File: config.mk
export PLATFORM = sky130hd
export DESIGN_NAME = axi4lite_master_controller
export DESIGN_NICKNAME = d
export VERILOG_FILES = /design/src/rtl/axi4lite_master_controller.sv
export SDC_FILE = /design/constraint.sdc
export NUM_CORES = 1
export LEC_CHECK = 0
export CAP_MARGIN = 20
export CORE_MARGIN = 2
export CORE_UTILIZATION = 25
export CTS_BUF_LIST = sky130_fd_sc_hd__clkbuf_4
export CTS_CLUSTER_DIAMETER = 30
export CTS_CLUSTER_SIZE = 24
export DETAILED_ROUTE_END_ITERATION = 16
export GPL_TIMING_DRIVEN = 0
export PLACE_DENSITY = 0.63
export SETUP_SLACK_MARGIN = 0.2
export SYNTH_ARGS = -nofsm -noshare
export SYNTH_HDL_FRONTEND = slang
export SYNTH_SLANG_ARGS = --single-unit
File: constraint.sdc
create_clock -name aclk -period 3.4 [get_ports aclk]
set_clock_uncertainty 0.2 [all_clocks]
set_input_delay 0.68 -clock aclk [delete_from_list [all_inputs] [get_ports aclk]]
set_output_delay 0.68 -clock aclk [all_outputs]
set_load 0.01 [all_outputs]
File: src/rtl/axi4lite_master_controller.sv
// -----------------------------------------------------------------------------
// axi4lite_master_controller
//
// Cache-side AXI4-Lite initiator. Converts single-word cache requests (refill
// reads, write-back / write-through writes) into AXI4-Lite transactions, one at
// a time, and reports completion to the cache with a one-cycle rsp_valid pulse.
//
// Optional feature macro: AXI4LITE_RESP_CHECK_EN
//   defined   : rresp/bresp are captured; rsp_err flags SLVERR/DECERR.
//   undefined : responses are ignored and rsp_err is tied low.
//
// Ports
//   aclk, aresetn              clock (rising edge), async active-low reset
//   req_valid/req_ready        cache request handshake
//   req_we, req_addr, req_wdata  request kind, word address, write data
//   rsp_valid, rsp_rdata, rsp_err  completion pulse, read data, error flag
//   araddr/arvalid/arready     AXI read address channel
//   rdata/rresp/rvalid/rready  AXI read data channel
//   awaddr/awvalid/awready     AXI write address channel
//   wdata/wstrb/wvalid/wready  AXI write data channel
//   bresp/bvalid/bready        AXI write response channel
// -----------------------------------------------------------------------------
module axi4lite_master_controller #(
    parameter int ADDR_WIDTH = 32,
    parameter int DATA_WIDTH = 32
) (
    input  logic                    aclk,
    input  logic                    aresetn,
    // cache request side
    input  logic                    req_valid,
    output logic                    req_ready,
    input  logic                    req_we,
    input  logic [ADDR_WIDTH-1:0]   req_addr,
    input  logic [DATA_WIDTH-1:0]   req_wdata,
    // cache response side
    output logic                    rsp_valid,
    output logic [DATA_WIDTH-1:0]   rsp_rdata,
    output logic                    rsp_err,
    // AXI read address channel
    output logic [ADDR_WIDTH-1:0]   araddr,
    output logic                    arvalid,
    input  logic                    arready,
    // AXI read data channel
    input  logic [DATA_WIDTH-1:0]   rdata,
    input  logic [1:0]              rresp,
    input  logic                    rvalid,
    output logic                    rready,
    // AXI write address channel
    output logic [ADDR_WIDTH-1:0]   awaddr,
    output logic                    awvalid,
    input  logic                    awready,
    // AXI write data channel
    output logic [DATA_WIDTH-1:0]   wdata,
    output logic [DATA_WIDTH/8-1:0] wstrb,
    output logic                    wvalid,
    input  logic                    wready,
    // AXI write response channel
    input  logic [1:0]              bresp,
    input  logic                    bvalid,
    output logic                    bready
);

    localparam int STRB_WIDTH = DATA_WIDTH / 8;

    typedef enum logic [2:0] {
        ST_IDLE  = 3'd0,
        ST_RADDR = 3'd1,
        ST_RDATA = 3'd2,
        ST_WRITE = 3'd3,
        ST_WRESP = 3'd4,
        ST_RESP  = 3'd5
    } state_t;

    state_t                  state_r;
    state_t                  state_next_s;

    // Latched request and captured response
    logic [ADDR_WIDTH-1:0]   addr_r;
    logic [DATA_WIDTH-1:0]   wdata_r;
    logic [STRB_WIDTH-1:0]   wstrb_r;
    logic [DATA_WIDTH-1:0]   rdata_r;

    // Per-channel completion flags for the write address / write data pair
    logic                    aw_done_r;
    logic                    w_done_r;

    // Decoded control outputs (functions of registered state only)
    logic                    req_ready_s;
    logic                    arvalid_s;
    logic                    rready_s;
    logic                    awvalid_s;
    logic                    wvalid_s;
    logic                    bready_s;
    logic                    rsp_valid_s;

    logic                    aw_hs_s;
    logic                    w_hs_s;

    // SLVERR (2'b10) and DECERR (2'b11) both have the upper bit set.
    function automatic logic is_error_resp(input logic [1:0] resp);
        return resp[1];
    endfunction

    assign aw_hs_s = awvalid_s & awready;
    assign w_hs_s  = wvalid_s & wready;

    // State register
    always_ff @(posedge aclk or negedge aresetn) begin
        if (!aresetn) begin
            state_r <= ST_IDLE;
        end else begin
            state_r <= state_next_s;
        end
    end

    // Next-state logic
    always_comb begin
        state_next_s = state_r;
        case (state_r)
            ST_IDLE: begin
                if (req_valid) begin
                    state_next_s = req_we ? ST_WRITE : ST_RADDR;
                end else begin
                    state_next_s = ST_IDLE;
                end
            end
            ST_RADDR: begin
                if (arready) begin
                    state_next_s = ST_RDATA;
                end else begin
                    state_next_s = ST_RADDR;
                end
            end
            ST_RDATA: begin
                if (rvalid) begin
                    state_next_s = ST_RESP;
                end else begin
                    state_next_s = ST_RDATA;
                end
            end
            ST_WRITE: begin
                // AW and W may complete in the same or in different cycles.
                if ((aw_done_r | aw_hs_s) & (w_done_r | w_hs_s)) begin
                    state_next_s = ST_WRESP;
                end else begin
                    state_next_s = ST_WRITE;
                end
            end
            ST_WRESP: begin
                if (bvalid) begin
                    state_next_s = ST_RESP;
                end else begin
                    state_next_s = ST_WRESP;
                end
            end
            ST_RESP: begin
                state_next_s = ST_IDLE;
            end
            default: begin
                state_next_s = ST_IDLE;
            end
        endcase
    end

    // Output decode from the state register and registered done flags
    always_comb begin
        req_ready_s = 1'b0;
        arvalid_s   = 1'b0;
        rready_s    = 1'b0;
        awvalid_s   = 1'b0;
        wvalid_s    = 1'b0;
        bready_s    = 1'b0;
        rsp_valid_s = 1'b0;
        case (state_r)
            ST_IDLE:  req_ready_s = 1'b1;
            ST_RADDR: arvalid_s   = 1'b1;
            ST_RDATA: rready_s    = 1'b1;
            ST_WRITE: begin
                // Each valid drops the cycle after its own handshake.
                awvalid_s = ~aw_done_r;
                wvalid_s  = ~w_done_r;
            end
            ST_WRESP: bready_s    = 1'b1;
            ST_RESP:  rsp_valid_s = 1'b1;
            default: begin
                req_ready_s = 1'b0;
            end
        endcase
    end

    // Request capture, write-channel done tracking and read data capture
    always_ff @(posedge aclk or negedge aresetn) begin
        if (!aresetn) begin
            addr_r    <= {ADDR_WIDTH{1'b0}};
            wdata_r   <= {DATA_WIDTH{1'b0}};
            wstrb_r   <= {STRB_WIDTH{1'b0}};
            rdata_r   <= {DATA_WIDTH{1'b0}};
            aw_done_r <= 1'b0;
            w_done_r  <= 1'b0;
        end else begin
            case (state_r)
                ST_IDLE: begin
                    if (req_valid) begin
                        addr_r    <= req_addr;
                        wdata_r   <= req_wdata;
                        aw_done_r <= 1'b0;
                        w_done_r  <= 1'b0;
                        if (req_we) begin
                            // Full-word writes only; strobe stays set afterwards.
                            wstrb_r <= {STRB_WIDTH{1'b1}};
                        end
                    end
                end
                ST_WRITE: begin
                    if (aw_hs_s) begin
                        aw_done_r <= 1'b1;
                    end
                    if (w_hs_s) begin
                        w_done_r <= 1'b1;
                    end
                end
                ST_RDATA: begin
                    // rsp_rdata is only refreshed by reads; writes leave it alone.
                    if (rvalid) begin
                        rdata_r <= rdata;
                    end
                end
                default: begin
                    aw_done_r <= aw_done_r;
                end
            endcase
        end
    end

`ifdef AXI4LITE_RESP_CHECK_EN
    logic err_r;

    // Capture error status from whichever response channel completes
    always_ff @(posedge aclk or negedge aresetn) begin
        if (!aresetn) begin
            err_r <= 1'b0;
        end else begin
            case (state_r)
                ST_RDATA: begin
                    if (rvalid) begin
                        err_r <= is_error_resp(rresp);
                    end
                end
                ST_WRESP: begin
                    if (bvalid) begin
                        err_r <= is_error_resp(bresp);
                    end
                end
                default: begin
                    err_r <= err_r;
                end
            endcase
        end
    end

    // Error is only meaningful alongside the completion pulse.
    assign rsp_err = rsp_valid_s & err_r;
`else
    // Response codes are deliberately ignored in this build.
    logic unused_resp_s;
    assign unused_resp_s = ^{rresp, bresp, is_error_resp(2'b00)};
    assign rsp_err       = 1'b0;
`endif

    assign req_ready = req_ready_s;
    assign rsp_valid = rsp_valid_s;
    assign rsp_rdata = rdata_r;

    assign araddr    = addr_r;
    assign arvalid   = arvalid_s;
    assign rready    = rready_s;

    assign awaddr    = addr_r;
    assign awvalid   = awvalid_s;
    assign wdata     = wdata_r;
    assign wstrb     = wstrb_r;
    assign wvalid    = wvalid_s;
    assign bready    = bready_s;

endmodule

# After elaboration in Yosys (flattened, before gate mapping)
# Index checks and enable logic that the tools add are counted.
word_totals:
  reg_bits: 102
  word_cells: 48
  inputBits: 109
classes:
  n_eq_ne: 8
  muxes: 19
  reduce_logical: 7
  n_bitwise: 7
ops:
  columns: ["operator", "n"]
  rows:
  - ["$pmux W3 S5", 1]
  - ["$mux W1", 11]
  - ["$reduce_and A3 Y1", 3]
  - ["$eq A3 B2 Y1 const B", 2]
  - ["$eq A3 B3 Y1 const B", 2]
  - ["$mux W2", 3]
  - ["$mux W3", 2]
  - ["$ne A2 B2 Y1 const B", 3]
  - ["$pmux W1 S2", 2]
  - ["$reduce_and A2 Y1", 2]
  - ["$and A1 B1 Y1", 3]
  - ["$eq A3 B1 Y1 const B", 1]
  - ["$logic_not A3 Y1", 1]
  - ["$not A1 Y1", 2]
  - ["$or A1 B1 Y1", 2]
  - ["$reduce_bool A2 Y1", 1]

# Longest topological paths before layout
# Gate-level depths: netlist of run 1.
logic_depth:
  ltp_word: 7
  mapped_depth: 5

# Worst setup path after synthesis of run 1
# OpenSTA, ideal clock, no wires.
synth_path:
  path_kind: "input to register"
  from: "input req_valid"
  to: "register wdata_r[10] (netlist: wdata[10])"
  path_buffers: 2
  cell_stages: 4
  setup_ns: 0.127
  arrival_time_ns: 1.583
  path_slack_ns: 1.489
  path_cell_list: "nor4b_4 -> buf_6 -> buf_6 -> mux2_1"
synth_via:
  elab_chain_len: 1
synth_rtl:
  columns: ["element", "line_no", "text"]
  rows:
  - ["from (decl)", "30", "input logic req_valid,"]
  - ["$reduce_and A2 Y1 (no line)", null, null]
  - ["to (signal assigned)", "195", "wdata_r <= {DATA_WIDTH{1'b0}};"]
  - ["to (signal assigned)", "205", "wdata_r <= req_wdata;"]
  - ["to (decl)", "79", "logic [DATA_WIDTH-1:0] wdata_r;"]
# No other way between the ends.
# A chain may end at the register's enable or synchronous reset.

# Worst setup path in the final report of run 1
layout_path:
  from: "register state_r[0]"
  to: "output awvalid"
layout_via:
  elab_chain_len: 2
layout_rtl:
  columns: ["element", "line_no", "text"]
  rows:
  - ["from (decl)", "74", "state_t state_r;"]
  - ["from (signal assigned)", "112", "state_r <= state_next_s;"]
  - ["$eq A3 B2 Y1", "174", "case (state_r)"]
  - ["$mux W1", "174", null]
  - ["to (decl)", "50", "output logic awvalid,"]
# No other way between the ends.

==> flow_metrics.tcl, run 1 <==
set metrics [dict create \
    antenna_left 0 \
    stdcell_area_mm2 0.00707 \
    dpl-instance-area_mm2 0.00693 \
    finalMaxSlewViolations 0 \
    firstDrtPassIters 4 \
    via_per_inst 4.12 \
    cts_root_buffer "clkbuf_4" \
    drc_errors 0 \
    fmax_mhz 336 \
    yosysSeqAreaShare_pct 60.8 \
    synthesis.nets 389 \
    crit_type "reg2out" \
    cts_max_path_buffers 2 \
    area_growth_pct 68.4 \
    period_share_pct 87.7 \
    hpwlAfterDp_um 8730 \
    cts_sinks 102 \
    htree_levels 3 \
    clkTransAtPathRegs_ps 160 \
    die_area_mm2 0.0179 \
    grt_first_pass_wirelength_um 18000 \
    fin_total_pwr_uw 6350 \
    multi_input_area_mm2 0.00128 \
    row_count 47 \
    start_util_pct 25.4 \
    vias 3131 \
    n_antenna_cell 0 \
    synth_cell_type_count 26 \
    drive_gt1_share_pct 26.7 \
    drv_cap 0 \
    die_h_um 134 \
    crit_chain "clkbuf_1 -> nand3b_1 -> nor2_1 -> clkdlybuf4s50_1" \
    final_core_util_pct 42.8 \
    clk_latency_ps 450 \
    dp_slack_ps 675 \
    portBuffers 243 \
    crit_cells 4 \
    hold_path_class "reg2reg" \
    timing.rr.start "state_r[1]$_DFF_PN0_" \
    antenna_found_initial 0 \
    post-cts-setup-buffer-count 0 \
    wl_met1_um 4520 \
    die_width_um 134 \
    reg2reg_to "wdata[25]$_DFFE_PN0P_" \
    worstPathRequired_ps 2520 \
    peakVddDrop_mv 0.364 \
    hold_path_depth 1 \
    synth_cells 280 \
    post-route-min-period_ps 2980 \
    hold_viol 0 \
    cts_inserted_buffers 9 \
    cpPeakStageDelay_ps 560 \
    critPathBufInv 2 \
    synth-seq-cells 102 \
    postCtsHoldBufs 1 \
    cpLargestDelayFamily "buffers and inverters" \
    critPathArrivalTime_ps 2100 \
    grt_pass1_vias 3329 \
    wl_met2_um 5420 \
    rsz0062_at_grt "false" \
    first_iter_violations 62 \
    cp-end-kind "output port" \
    ff2ff_path_depth 5 \
    avgSynthCellArea_um2 15.0 \
    worst_pin_slew_ps 573 \
    netlist_area_mm2 0.00420 \
    timing.final.ws_setup_ps 420 \
    hold_path_end "wdata[9]$_DFFE_PN0P_" \
    fillers 1546 \
    yosys_warnings 0 \
    ioPinCount 249 \
    worst-path-max-fanout 10 \
    met3_length_um 954 \
    cts_tree "built" \
    core_area_mm2 0.0165 \
    wl_per_cell_um 14.6 \
    worst_slew_margin_rel_pct 61.8 \
    drt-total-wl_um 11100 \
    grt_max_degree 61 \
    crit_path_top_delay_cell "clkdlybuf4s50_1" \
    seqCellArea_mm2 0.00255 \
    powerDensity_mw_per_mm2 897 \
    nets 645 \
    grtUsageTotal_pct 12.8 \
    highest_layer "met4" \
    critPathLaunchType "flip-flop" \
    setup_viol_count_final 0 \
    cts_resized 0 \
    hp-start "wdata[9]$_DFFE_PN0P_" \
    gp_congestion 0.745 \
    status "completed" \
    overflow 0 \
    power.leakage_uw 0.00293 \
    rrSetupSlack_ps 1340 \
]
-- worst max path at each step --
stage | from | end
6_report | state_r[0]$_DFF_PN0_ | awvalid
5_1_grt | state_r[2]$_DFF_PN0_ | bready
4_1_cts | state_r[2]$_DFF_PN0_ | bready
3_5_place_dp | req_valid | wdata[13]$_DFFE_PN0P_
3_3_place_gp | aresetn | rsp_rdata[29]$_DFFE_PN0P_
2_1_floorplan | req_valid | wdata[10]$_DFFE_PN0P_
-- Yosys cell counts (all sizes together) --
library cell  count  area share (%)
a21oi             2            0.24
a31oi             1            0.15
and3              2            0.30
and3b             2            0.42
buf              48             8.5
clkbuf            2            0.18
conb              1           0.089
dfrtp           102              61
inv               1           0.089
mux2             96              26
nand2             2            0.18
nand2b            1            0.15
nand3             1            0.12
nand3b            1            0.18
nand4b            1            0.21
nor2              6            0.54
nor3              2            0.24
nor3b             4            0.71
nor4b             1            0.57
o211ai            1            0.18
o21ai             1            0.12
o22ai             1            0.15
or3               1            0.15
-- area by class of cell --
class                      count  area share, %
timing repair buffer         245           34.9
multi-input combinational    127           18.1
buffer                        50           5.18
inverter                       1         0.0531
clock inverter                 6          0.902
tap                          220           3.89
clock buffer                   9          0.955
sequential                   102           36.1
-- placed cells by master, fill, tap and decap left out, types with 3 or more instances in the layout --
master	synthesis	final
buf_2	5	5
buf_4	40	41
buf_6	3	3
clkbuf_4	0	9
clkdlybuf4s50_1	0	242
dfrtp_1	102	102
mux2_1	17	17
mux2_2	79	79
nor2_1	6	6
nor3b_1	4	4
-- metal layers --
| layer | track usage (%) | vias to the layer above |
|---|---|---|
| met4 | 5.38 | 0 |
| met2 | 21.8 | 153 |
| li1 | - | 1439 |
| met3 | 4.19 | 14 |
| met5 | 0 | - |
| met1 | 14.8 | 1525 |
-- cell families after synthesis --
family                 count (synthesis)  share of synthesized area [%]
other                                  1                         0.0893
DFF                                  102                           60.8
muxes                                 96                           25.7
and+or+nand+nor                       24                           3.75
AOI/OAI and AO/OA                      6                          0.834
buffers and inverters                 51                           8.82
-- state kept, by name (all words and copies together), names as in the netlist --
name       count
araddr        32
aw_done_r      1
rsp_rdata     32
state_r        3
w_done_r       1
wdata         32
wstrb          1
-- where the power goes --
part           switching [uW]  leakage, uW  internal [uW]
combinational            1220      0.00165           2310
sequential                377      0.00121           1820
clock                     403    0.0000694            220
total                    2000      0.00293           4350
-- per-stage QoR --
step	instances	hold WS [ps]	TNS (ps)
floorplan	280	184	0
global placement	743	269	-248750
detailed placement	744	275	0
CTS	760	309	0
global route	760	329	0
finish	760	303	0
No activity file was read; power rests on OpenSTA's default activity.
==> inputs of run 2 (changes only) <==
- CORE_UTILIZATION: 25 -> 42
- PLACE_DENSITY: 0.63 -> 0.94
==> flow_metrics.tcl, run 2 (synthesized netlist as in run 1, its figures left out) <==
set metrics [dict create \
    dp_slack_ps 759 \
    worstPathRequired_ps 2520 \
    peakVddDrop_mv 0.512 \
    drc_errors 0 \
    post-route-min-period_ps 2950 \
    powerDensity_mw_per_mm2 933 \
    die_area_mm2 0.0108 \
    cp-end-kind "output port" \
    ioPinCount 249 \
    grt_first_pass_wirelength_um 17900 \
    drv_cap 0 \
    row_count 36 \
    htree_levels 3 \
    crit_cells 4 \
    n_antenna_cell 0 \
    antenna_left 0 \
    cpLargestDelayFamily "buffers and inverters" \
    post-cts-setup-buffer-count 0 \
    postCtsHoldBufs 0 \
    antenna_found_initial 0 \
    cts_inserted_buffers 9 \
    crit_chain "clkbuf_1 -> nand3b_1 -> nor2_1 -> clkdlybuf4s50_1" \
    drive_gt1_share_pct 26.9 \
    firstDrtPassIters 4 \
    cts_tree "built" \
    via_per_inst 4.68 \
    hold_viol 0 \
    cts_sinks 102 \
    clkTransAtPathRegs_ps 150 \
    reg2reg_to "wdata[10]$_DFFE_PN0P_" \
    cts_resized 0 \
    hold_path_class "in2async" \
    critPathBufInv 2 \
    area_growth_pct 66.9 \
    wl_per_cell_um 16.6 \
    cpPeakStageDelay_ps 560 \
    vias 3148 \
    critPathLaunchType "flip-flop" \
    rsz0062_at_grt "false" \
    power.leakage_uw 0.00295 \
    first_iter_violations 43 \
    status "completed" \
    worst-path-max-fanout 10 \
    core_area_mm2 0.00973 \
    critPathArrivalTime_ps 2070 \
    fin_total_pwr_uw 6540 \
    endpoint "wvalid" \
    gp_congestion 0.803 \
    hpwlAfterDp_um 8820 \
    die_h_um 104 \
    finalMaxSlewViolations 0 \
    worst_pin_slew_ps 634 \
    grtUsageTotal_pct 21.3 \
    fmax_mhz 339 \
    mostFrequentLayoutCell "clkdlybuf4s50_1" \
    cts_max_path_buffers 2 \
    grt_max_degree 56 \
    portBuffers 243 \
    clk_latency_ps 420 \
    final_cell_mix "242 x clkdlybuf4s50_1, 102 x dfrtp_1, 79 x mux2_2" \
    crit_path_top_delay_cell "clkdlybuf4s50_1" \
    timing.rr.start "state_r[1]$_DFF_PN0_" \
    whs_ps 34.3 \
    nets 644 \
    crit_type "reg2out" \
    worst_slew_margin_rel_pct 57.7 \
    die_width_um 104 \
    timing.final.ws_setup_ps 447 \
    ff2ff_path_depth 5 \
    period_share_pct 86.8 \
    setup_viol_count_final 0 \
    drt-total-wl_um 11200 \
    start_util_pct 43.2 \
    cp-startpoint "state_r[0]$_DFF_PN0_" \
    overflow 0 \
    grt_pass1_vias 3425 \
    fillers 655 \
    rrSetupSlack_ps 1350 \
    cts_root_buffer "clkbuf_4" \
]
run 2: per-layer routing:
layer / vias to the layer above / track usage, % / wire length (um)
met2: 166 / 37.3 / 5760
met3: 24 / 8.58 / 1120
met4: 0 / 9.17 / 314
li1: 1443 / - / -
met1: 1515 / 22.6 / 4000
met5: - / 0 / 0
run 2: how the worst min path moves through the flow:
| stage | from | endpoint | slack (ps) | cells past startpoint |
|---|---|---|---|---|
| 2_1_floorplan | aresetn | araddr[0]$_DFFE_PN0P_ | 180 | 0 |
| 3_3_place_gp | wdata[9]$_DFFE_PN0P_ | wdata[9]$_DFFE_PN0P_ | 270 | 1 |
| 3_5_place_dp | wdata[9]$_DFFE_PN0P_ | wdata[9]$_DFFE_PN0P_ | 270 | 1 |
| 4_1_cts | aresetn | rsp_rdata[27]$_DFFE_PN0P_ | 40 | 1 |
| 5_1_grt | aresetn | wdata[23]$_DFFE_PN0P_ | 50 | 1 |
| 6_report | aresetn | rsp_rdata[27]$_DFFE_PN0P_ | 30 | 1 |
run 2: stage by stage:
stage	std cells	TNS [ps]	instance area (um2)	util, %
6_report	673	0	7010	72.0
5_1_grt	673	0	7010	72.0
4_1_cts	673	0	7010	72.0
3_5_place_dp	657	0	6820	70.1
3_3_place_gp	656	-219060	6800	69.9
2_1_floorplan	280	0	4200	-
run 2: cell type report:
cell class                      count  area (um2)  area share (%)
Timing Repair Buffer              244        2460            35.1
Buffer                             50         367            5.23
Clock inverter                      6         110            1.57
Multi-Input combinational cell    127        1280            18.2
Inverter                            1        3.75          0.0536
Sequential cell                   102        2550            36.4
Clock buffer                       10        75.1            1.07
Tap cell                          133         166            2.37
run 2: where the power goes:
part           internal, uW  switching [uW]  total [uW]  leakage, uW
sequential             1820             377        2200      0.00121
clock                   380             394         774    0.0000942
combinational          2310            1260        3570      0.00165
